### src/rtl/bcd_convert_ctrl.sv
`default_nettype none
// ============================================================================
//  Module      : bcd_convert_ctrl
//  Description : Sequential binary-to-BCD converter (double-dabble, shift and
//                add-3). One binary word is accepted on a valid/ready input
//                handshake and converted over binWidth cycles. The packed BCD
//                result is presented on a valid/ready output handshake.
//  Revision    : 1.0 - initial release
// ============================================================================
module bcd_convert_ctrl #(
  parameter int binWidth  = 8,
  parameter int numDigits = 3
) (
  input  logic                   clk,
  input  logic                   rst,       // asynchronous, active-low
  input  logic [binWidth-1:0]    binIn,
  input  logic                   inValid,
  output logic                   inReady,
  output logic [4*numDigits-1:0] bcdOut,
  output logic                   outValid,
  input  logic                   outReady,
  output logic                   busy
);

  localparam int c_bcdWidth = 4 * numDigits;
  localparam int c_cntWidth = (binWidth < 2) ? 1 : $clog2(binWidth + 1);

  // The top digit can only stay within 0..9 if the digit count covers the
  // full binary range; refuse to elaborate otherwise.
  generate
    if ((10 ** numDigits) <= ((2 ** binWidth) - 1)) begin : g_paramCheck
      $error("bcd_convert_ctrl: numDigits=%0d too small for binWidth=%0d", numDigits, binWidth);
    end
  endgenerate

  typedef enum logic [1:0] {
    S_IDLE    = 2'd0,
    S_CONVERT = 2'd1,
    S_DONE    = 2'd2
  } state_t;

  state_t                  r_state;
  logic [binWidth-1:0]     r_bin;
  logic [c_bcdWidth-1:0]   r_bcd;
  logic [c_cntWidth-1:0]   r_cnt;
  logic                    r_inReady;
  logic                    r_outValid;
  logic                    r_busy;
  logic [c_bcdWidth-1:0]   w_adj;

  // Add-3 correction applied independently to every digit; no inter-digit carry.
  generate
    for (genvar d = 0; d < numDigits; d++) begin : g_digit
      assign w_adj[4*d +: 4] = (r_bcd[4*d +: 4] >= 4'd5) ? (r_bcd[4*d +: 4] + 4'd3)
                                                         : r_bcd[4*d +: 4];
    end
  endgenerate

  // Control FSM plus datapath: load, shift/add-3 iterations, output hold.
  always_ff @(posedge clk or negedge rst) begin
    if (!rst) begin
      r_state    <= S_IDLE;
      r_bin      <= '0;
      r_bcd      <= '0;
      r_cnt      <= '0;
      r_inReady  <= 1'b1;
      r_outValid <= 1'b0;
      r_busy     <= 1'b0;
    end else begin
      case (r_state)
        S_IDLE: begin
          if (inValid && r_inReady) begin
            r_bin     <= binIn;
            r_bcd     <= '0;
            r_cnt     <= c_cntWidth'(binWidth);
            r_inReady <= 1'b0;
            r_busy    <= 1'b1;
            r_state   <= S_CONVERT;
          end
        end
        S_CONVERT: begin
          // Corrected digits shift up one place, bin MSB feeds the units LSB.
          r_bcd <= {w_adj[c_bcdWidth-2:0], r_bin[binWidth-1]};
          r_bin <= r_bin << 1;
          r_cnt <= r_cnt - 1'b1;
          if (r_cnt == c_cntWidth'(1)) begin
            r_busy     <= 1'b0;
            r_outValid <= 1'b1;
            r_state    <= S_DONE;
          end
        end
        S_DONE: begin
          // Input reopens only on the cycle after the output handshake.
          if (r_outValid && outReady) begin
            r_outValid <= 1'b0;
            r_inReady  <= 1'b1;
            r_state    <= S_IDLE;
          end
        end
        default: begin
          r_state    <= S_IDLE;
          r_inReady  <= 1'b1;
          r_outValid <= 1'b0;
          r_busy     <= 1'b0;
        end
      endcase
    end
  end

  assign inReady  = r_inReady;
  assign outValid = r_outValid;
  assign busy     = r_busy;
  assign bcdOut   = r_bcd;

endmodule
`default_nettype wire

### config.mk
export PLATFORM = sky130hd
export DESIGN_NAME = bcd_convert_ctrl
export DESIGN_NICKNAME = d
export VERILOG_FILES = /design/src/rtl/bcd_convert_ctrl.sv
export SDC_FILE = /design/constraint.sdc
export NUM_CORES = 1
export LEC_CHECK = 0
export BUFFER_PORTS_ARGS = -buffer_cell sky130_fd_sc_hd__buf_2
export CAP_MARGIN = 20
export CORE_ASPECT_RATIO = 0.9
export CORE_MARGIN = 8
export CORE_UTILIZATION = 55
export DETAILED_ROUTE_END_ITERATION = 6
export PLACE_DENSITY = 0.78
export SETUP_SLACK_MARGIN = 0.5
export SLEW_MARGIN = 30
export SYNTH_ARGS = -nofsm -noshare
export SYNTH_HDL_FRONTEND = slang
export SYNTH_SLANG_ARGS = --single-unit
### constraint.sdc
create_clock -name clk -period 1.45 [get_ports clk]
set_input_delay 0.0725 -clock clk [delete_from_list [all_inputs] [get_ports clk]]
set_output_delay 0.0725 -clock clk [all_outputs]
set_load 0.01 [all_outputs]
==> results of run 1 <==
-- critical path, cell delays in order (launching register included) --
cell	delay, ns
dfrtp_2	0.44
buf_6	0.13
o21ai_0	0.32
xnor2_1	0.11
o32ai_1	0.27
-- worst max-delay path by stage --
stage / endpoint / slack [ns] / cells past startpoint
after floorplan: r_cnt[2] / 0.1 / 4
after global placement: r_cnt[2] / 0.13 / 3
after detailed placement: r_cnt[2] / 0.08 / 3
after CTS: bcdOut[10] / 0.16 / 5
after global routing: r_bin[3] / 0.05 / 4
final: bcdOut[4] / 0.09 / 4
-- repair_timing --
| action | CTS | global route |
|---|---|---|
| resized for setup | 39 | 20 |
| hold endpoints to repair | 28 | 0 |
| pin swaps | 16 | 12 |
| gates cloned | 2 | 0 |
| hold buffers | 1 | 0 |
| setup endpoints to repair | 42 | 44 |
| setup buffers | 20 | 11 |
-- sequential cells by signal, summed over array words and instances (netlist names) --
register / flops
bcdOut: 12
busy: 1
inReady: 1
outValid: 1
r_bin: 8
r_cnt: 4
r_state: 2
-- power breakdown --
part | leakage, nW | total, mW | internal (mW) | switching (mW)
registers | 0.357 | 1.47 | 1.14 | 0.330
logic | 0.703 | 3.22 | 1.64 | 1.58
clock network | 0.0320 | 0.490 | 0.184 | 0.306
total | 1.09 | 5.18 | 2.96 | 2.21
-- kinds of logic after synthesis --
family | count (synthesis) | share of synthesized area (%)
AO/OA/AOI/OAI | 59 | 25.4
flip-flops | 29 | 46.4
AND/OR/NAND/NOR | 27 | 8.30
buffers and inverters | 23 | 6.62
multiplexers | 9 | 5.83
adder cells (fa/ha/maj) | 8 | 6.38
XOR/XNOR | 2 | 1.12
-- cells in the final DEF, fill, tap and decap left out, types with 3 or more instances in the layout --
cell	n
o22ai_1	4
nor2_1	4
ha_4	5
mux2i_1	6
a211oi_2	3
buf_2	20
clkbuf_4	5
buf_6	24
dfrtp_2	3
o21ai_0	9
nand2_1	10
o21ai_1	10
buf_4	24
o2111ai_1	4
inv_1	8
nor2b_4	3
o21ai_2	3
o311ai_1	3
dfrtp_1	25
inv_2	8
o21a_1	3
-- per-layer routing --
metal	global-route usage, %	up-vias	wire length (um)
li1	-	723	-
met4	6.36	0	85
met5	0	-	0
met3	6.30	13	248
met2	34.8	56	2620
met1	22.3	794	2070
-- area by class of cell --
cell class                      count  area, sq um  share of cell area (%)
Sequential cell                    29          731                    30.0
Timing Repair Buffer               69          561                    23.0
Clock buffer                        6         41.3                    1.70
Tap cell                           40         50.0                    2.06
Inverter                           16         60.1                    2.47
Multi-Input combinational cell    107          981                    40.3
Clock inverter                      2         10.0                   0.411
-- metrics by stage --
step                utilization, %  power (mW)  hold slack, ns  cells  worst slack, ns
floorplan                        -        2.93          -0.223    157           0.0985
global placement              69.7        3.42           0.128    227            0.131
detailed placement            69.7        3.55           0.136    227           0.0782
CTS                           83.1        4.66          0.0101    258            0.157
global route                  89.3        5.46         0.00792    269           0.0475
finish                        89.3        5.18          0.0119    269           0.0879
==> results.yml, run 1 <==
floorplan:
  rows: 18
  die_w_um: 72.3
  initial_core_util_pct: 57.5
  die-area_sq_um: 4820
  die_y_um: 66.7
  coreArea_sq_um: 2730
  pin_count: 27
setup_path:
  endpoint_kind: "flop"
  critPathKind: "flop to flop"
  path_max_fanout: 3
  reg2reg_slack_ns: 0.09
  reg2reg_depth: 4
  critPathLaunchType: "flop"
  crit_path_start: "bcdOut[0]"
  required_ns: 1.69
  reg2reg_from: "bcdOut[0]"
  arrival_ns: 1.61
  r2r-end: "bcdOut[4]"
drt:
  wire_per_inst_um: 18.7
  via_per_inst: 5.90
  vias: 1586
  ant_nets: 0
  drc: 0
  wirelength_mm: 5.02
  drt_pass1_iterations: 4
  drt_iter0_drc: 119
global_routing:
  first_global_vias: 1587
  grt_max_degree: 30
  overflow: 0
  antenna_found_initial: 0
  grt_first_pass_wirelength_mm: 7.40
  grt_usage_pct: 19.8
cts:
  tritoncts: "yes"
  cts_buffers: 5
  clkTransAtPathRegs_ns: 0.10
  cts.path.max_buffers: 2
  clkSinkCount: 29
  htree_num_levels: 2
  cts-root-buf: "clkbuf_4"
  clk_latency_ns: 0.34
sta:
  maxSlewHeadroom_pct: 55.8
  rsz0062_at_grt: "true"
  period_minus_slack_ns: 1.36
  fmax_mhz: 734
  fin_crit_sh_pct: 93.9
  hold_viol: 0
  setup_tns_ns: 0
  final_max_slew_viol_count: 0
  finalSetupViolCount: 0
  tightestPinTransition_ns: 0.663
  worst_clock_skew_ns: 0.0112
synthesis:
  syn_area_sq_um: 1570
  synth_top_area_cell: "dfrtp_1"
  ys_ff_latch: 29
  ys_seq_area_share_pct: 46.4
  ys.warnings.count: 0
  avgSynthCellArea_sq_um: 9.99
  ys.flop_type: "dfrtp_1"
  synth_edf_count: 0
  synth_most_common_cell: "dfrtp_1"
  synth.area.top_cells: "dfrtp_1 45%, ha_1 6.4%, mux2i_1 5.1%"
  ys_top_cells_by_count: "28 x dfrtp_1, 16 x inv_1, 15 x o21ai_0, 11 x nand2_1"
  synth_cell_types: 38
  async_flop_share_pct: 100
  synthesis.nets: 177
  synthCells: 157
  synth_top_cell_area_share_pct: 44.7
worst_hold_path:
  whs_endpoint: "r_bin[5]"
  whs_path_depth: 3
  min_from: "binIn[5]"
  hp-class: "primary input to flop"
finish:
  syn2layout_area_growth_pct: 55.2
  nFillCells: 119
  diodes: 0
  final_nets: 248
  drive_above_1_share_pct: 55.0
  fin_area_sq_um: 2430
pwr:
  powerDensity_nw_per_um2: 2130
  peakVddDrop_mv: 1.50
  p_leak_nw: 1.09
placed_design:
  dp_hpwl_mm: 2.77
  port_buffers: 26
  dpl_cell_area_sq_um: 1900
  gp_congestion: 0.804
flow_run:
  max-cap-violations: 0
run_status:
  status: "finished clean"
(Power assumes the default switching activity.)
==> run 2: changes to the inputs <==
- CORE_ASPECT_RATIO: 0.9 -> unset
- SETUP_SLACK_MARGIN: 0.5 -> 0.2
- SLEW_MARGIN: 30 -> 20
==> results.yml, run 2 (synthesis results as in run 1) <==
placed_design:
  port_buffers: 26
  post-place-ws_ns: 0.0674
  gp_congestion: 0.812
  dp_hpwl_mm: 2.68
  placed_cells: 218
sta:
  period_minus_slack_ns: 1.33
  setup_tns_ns: 0
  final_max_slew_viol_count: 0
  rsz0062_at_grt: "true"
  fmax_mhz: 750
  layout_setup_ws_ns: 0.117
  tightestPinTransition_ns: 0.335
  fin_crit_sh_pct: 91.9
  hold_viol: 0
  finalSetupViolCount: 0
  maxSlewHeadroom_pct: 77.7
  worst_clock_skew_ns: 0.00515
global_routing:
  overflow: 0
  grt_first_pass_wirelength_mm: 7.08
  antenna_found_initial: 0
  grt_usage_pct: 17.8
  grt_max_degree: 16
  first_global_vias: 1503
setup_path:
  required_ns: 1.66
  endpoint_kind: "flop"
  crit_path_start: "bcdOut[9]"
  reg2reg_from: "bcdOut[9]"
  critPathKind: "flop to flop"
  endpoint: "bcdOut[10]"
  arrival_ns: 1.55
  critPathLaunchType: "flop"
  r2r-end: "bcdOut[10]"
  path_max_fanout: 3
  reg2reg_depth: 6
  reg2reg_slack_ns: 0.12
cts:
  cts.path.max_buffers: 2
  tritoncts: "yes"
  clk_latency_ns: 0.34
  clkSinkCount: 29
  cts-root-buf: "clkbuf_4"
  clkTransAtPathRegs_ns: 0.09
  htree_num_levels: 2
  cts_buffers: 5
floorplan:
  die_w_um: 69.4
  die_y_um: 69.4
  initial_core_util_pct: 57.3
  pin_count: 27
  rows: 19
  die-area_sq_um: 4810
  coreArea_sq_um: 2730
drt:
  ant_nets: 0
  wire_per_inst_um: 18.1
  drt_iter0_drc: 75
  via_per_inst: 6.02
  drt_pass1_iterations: 4
  wirelength_mm: 4.49
  drc: 0
  vias: 1493
finish:
  multi_input_area_sq_um: 940
  final_core_util_pct: 82.5
  largest_reg_flops: 12
  diodes: 0
  instances_no_fill: 248
  nFillCells: 146
  drive_above_1_share_pct: 49.8
  regArea_sq_um: 732
  most-common-layout-cells: "26 x buf_4, 25 x buf_2, 24 x dfrtp_1"
  syn2layout_area_growth_pct: 43.9
  final_common_cell: "buf_4"
  final_nets: 236
pwr:
  powerDensity_nw_per_um2: 2140
  peakVddDrop_mv: 1.96
  p_leak_nw: 1.02
  finalPower_mw: 4.82
worst_hold_path:
  min_from: "binIn[5]"
  hp-class: "primary input to flop"
flow_run:
  max-cap-violations: 0
run_status:
  status: "finished clean"
## run 2: power by group
group	switching [mW]	leakage [nW]	internal, mW
combinational	1.46	0.624	1.36
clock	0.298	0.0413	0.281
sequential	0.287	0.355	1.14
## run 2: worst max-delay path, cell delays in order, from the launching register on
cell and delay, ns:
dfrtp_1 0.38, inv_2 0.08, ha_4 0.16, nor2b_4 0.13, buf_6 0.11, o2111ai_2 0.22, o311ai_2 0.13
## run 2: what timing repair did
item                                   in CTS  in global routing
gates resized for setup                    15                 29
pin swaps                                   7                 12
hold buffers                                2                  1
endpoints found under the hold margin      29                  1
setup endpoints to repair                  23                 24
setup buffers                              14                  5
## run 2: worst min path at each step
stage | end | slack (ns) | depth (start not counted)
6_report | r_bin[5] | 0.008 | 3
5_1_grt | r_bin[5] | 0.009 | 3
4_1_cts | r_bin[5] | 0.003 | 3
3_5_place_dp | bcdOut[8] | -0.004 | 1
3_3_place_gp | bcdOut[5] | -0.01 | 1
2_1_floorplan | bcdOut[0] | -0.22 | 0
## run 2: final cells by class
| type | count | share of cell area, % |
|---|---|---|
| clock buffer | 7 | 2.88 |
| clock inverter | 1 | 0.222 |
| inverter | 16 | 2.66 |
| multi-input combinational | 105 | 41.7 |
| sequential | 29 | 32.4 |
| tap | 31 | 1.72 |
| timing repair buffer | 59 | 18.4 |
## run 2: stage by stage
step / cell area [sq um] / hold WS, ns
2_1_floorplan: 1610 / -0.223
3_3_place_gp: 1830 / -0.0119
3_5_place_dp: 1830 / -0.00369
4_1_cts: 2100 / 0.00258
5_1_grt: 2260 / 0.00869
6_report: 2260 / 0.00767
## run 2: metal layers
layer / vias to the layer above / track usage (%) / share of wire (%)
li1: 697 / - / -
met1: 728 / 18.2 / 40
met2: 57 / 31.0 / 51
met3: 11 / 7.01 / 6.5
met4: 0 / 8.43 / 2.4
met5: - / 0 / 0
==> run 3: changes to the inputs <==
- CELL_PAD_IN_SITES_DETAIL_PLACEMENT: unset -> 0
- CELL_PAD_IN_SITES_GLOBAL_PLACEMENT: unset -> 2
- CORE_UTILIZATION: 55 -> 32
- CTS_BUF_LIST: unset -> sky130_fd_sc_hd__clkbuf_4
- PLACE_DENSITY: 0.78 -> unset
- PLACE_DENSITY_LB_ADDON: unset -> 0.1
- clock period: 1.45 -> 1.1 ns (I/O delays scaled with it)
==> results.yml, run 3 (synthesis results as in run 1) <==
finish:
  nFillCells: 406
  diodes: 0
  drive_above_1_share_pct: 61.4
  most-common-layout-cells: "37 x buf_4, 26 x buf_6, 23 x dfrtp_1"
  final_nets: 265
  syn2layout_area_growth_pct: 73.3
  instances_no_fill: 313
  final_common_cell: "buf_4"
  largest_reg_flops: 12
global_routing:
  grt_usage_pct: 13.5
  grt-busiest-layer: "met2"
  met2_usage_pct: 22.8
  grtUsageMet3_pct: 4.11
  overflow: 0
  antenna_found_initial: 0
  grt_first_pass_wirelength_mm: 7.91
  use_met1_pct: 15.6
  grt_max_degree: 21
  first_global_vias: 1614
sta:
  final_max_slew_viol_count: 0
  hold-worst-slack_ns: -0.00136
  finalSetupViolCount: 29
  maxSlewHeadroom_pct: 80.4
  period_minus_slack_ns: 1.32
  rsz0062_at_grt: "true"
  worst_clock_skew_ns: 0.0168
  hold_viol: 1
  layout_setup_ws_ns: -0.215
  fin_crit_sh_pct: 120
  fmax_mhz: 760
  tightestPinTransition_ns: 0.294
setup_path:
  critPathMaxStageDelay_ns: 0.43
  critPathLaunchType: "flop"
  cp.depth: 5
  reg2reg_depth: 5
  cp_slowest_cell: "dfrtp_2"
  crit_family: "compound AO/OA/AOI/OAI gates"
  critical_path_buf_inv_count: 1
  arrival_ns: 1.56
  path_max_fanout: 3
  path_cells: "inv_2 > ha_4 > nor2b_4 > o21a_1 > o311ai_2"
  endpoint_kind: "flop"
  required_ns: 1.34
  critPathKind: "flop to flop"
cts:
  clkTransAtPathRegs_ns: 0.11
  cts_buffers: 5
  htree_num_levels: 2
  clk_latency_ns: 0.34
  cts.path.max_buffers: 2
  cts-root-buf: "clkbuf_4"
  clkSinkCount: 29
  tritoncts: "yes"
drt:
  vias: 1539
  drc: 0
  ant_nets: 0
  wirelength_mm: 4.67
  via_per_inst: 4.92
  drt_iter0_drc: 45
  wire_per_inst_um: 14.9
  drt_pass1_iterations: 4
floorplan:
  pin_count: 27
  rows: 25
  coreArea_sq_um: 4720
  die_y_um: 86.0
  die_w_um: 86.0
  initial_core_util_pct: 33.2
  die-area_sq_um: 7400
pwr:
  peakVddDrop_mv: 1.13
  seqPwrFrac_pct: 26.0
  p_sw_share_pct: 40.0
  p_int_mw: 4.32
  net-switching-power_mw: 2.89
  powerDensity_nw_per_um2: 2650
  power_frac_comb_pct: 64.7
  p_leak_nw: 1.20
  pwr-share-clk_pct: 9.4
flow_run:
  max-cap-violations: 0
worst_hold_path:
  whs_path_depth: 3
  hp-class: "primary input to flop"
placed_design:
  dp_hpwl_mm: 3.12
  port_buffers: 26
  placed_cells: 274
  gp_congestion: 0.779
  post-place-ws_ns: -0.233
run_status:
  violations: "hold timing, setup timing"
  status: "finished, violations left"
run 3: cell count changes in the layout (fill, tap and decap cells not counted), sizes merged:
cell         previous run  this run
dlygate4sd3             3         5
buf                    56        83
run 3: area by class of cell:
class / count / area [sq um] / share of cell area, %
clock buffer: 7 / 52.6 / 1.93
clock inverter: 1 / 3.75 / 0.138
inverter: 16 / 60.1 / 2.21
multi-input combinational: 105 / 1030 / 38.0
sequential: 29 / 733 / 27.0
tap: 67 / 83.8 / 3.09
timing repair buffer: 88 / 751 / 27.6
run 3: stage by stage:
| stage | utilization (%) | total power [mW] | hold slack (ns) | TNS, ns | instance area, sq um |
|---|---|---|---|---|---|
| after global routing | 57.5 | 7.79 | 0.00770 | -5.34 | 2720 |
| final | 57.5 | 7.21 | -0.00136 | -3.74 | 2720 |
| after floorplan | - | 3.86 | -0.241 | -2.40 | 1700 |
| after detailed placement | 44.6 | 5.11 | -0.0446 | -3.78 | 2110 |
| after CTS | 54.4 | 6.83 | 0.00162 | -3.41 | 2570 |
| after global placement | 44.6 | 5.01 | -0.0474 | -2.87 | 2110 |
run 3: worst paths after layout:
check,startpoint,end,slack (ns)
max,bcdOut[4],bcdOut[6],-0.22
min,binIn[3],r_bin[3],-0.001
max reg2reg,bcdOut[4],bcdOut[6],-0.22
min reg2reg,r_bin[1],r_bin[1],0.52
max in group asynchronous,rst,inReady,0.48
min in group asynchronous,rst,bcdOut[5],0.12
run 3: worst register-to-register path: stages, from the launching register on:
cell	delay [ns]
dfrtp_2	0.43
inv_2	0.07
ha_4	0.15
nor2b_4	0.13
o21a_1	0.21
o311ai_2	0.23
run 3: what timing repair did:
item / 4_1_cts / 5_1_grt
hold endpoints to repair: 31 / 1
setup endpoints to repair: 44 / 44
setup buffers: 19 / 7
pin swaps: 18 / 11
resized for setup: 53 / 18
hold buffers: 4 / 1
run 3: routing by layer:
metal	up-vias	routed length, um
li1	754	-
met1	758	2060
met2	21	2360
met3	6	195
met4	0	57
met5	-	0
run 3: power by group through the flow:
stage	clock network, mW	logic, mW	registers [mW]
2_1_floorplan	0	1.93	1.94
5_1_grt	0.768	5.08	1.94
4_1_cts	0.706	4.28	1.85
3_5_place_dp	0	3.26	1.86
3_3_place_gp	0	3.18	1.84
6_report	0.677	4.66	1.87
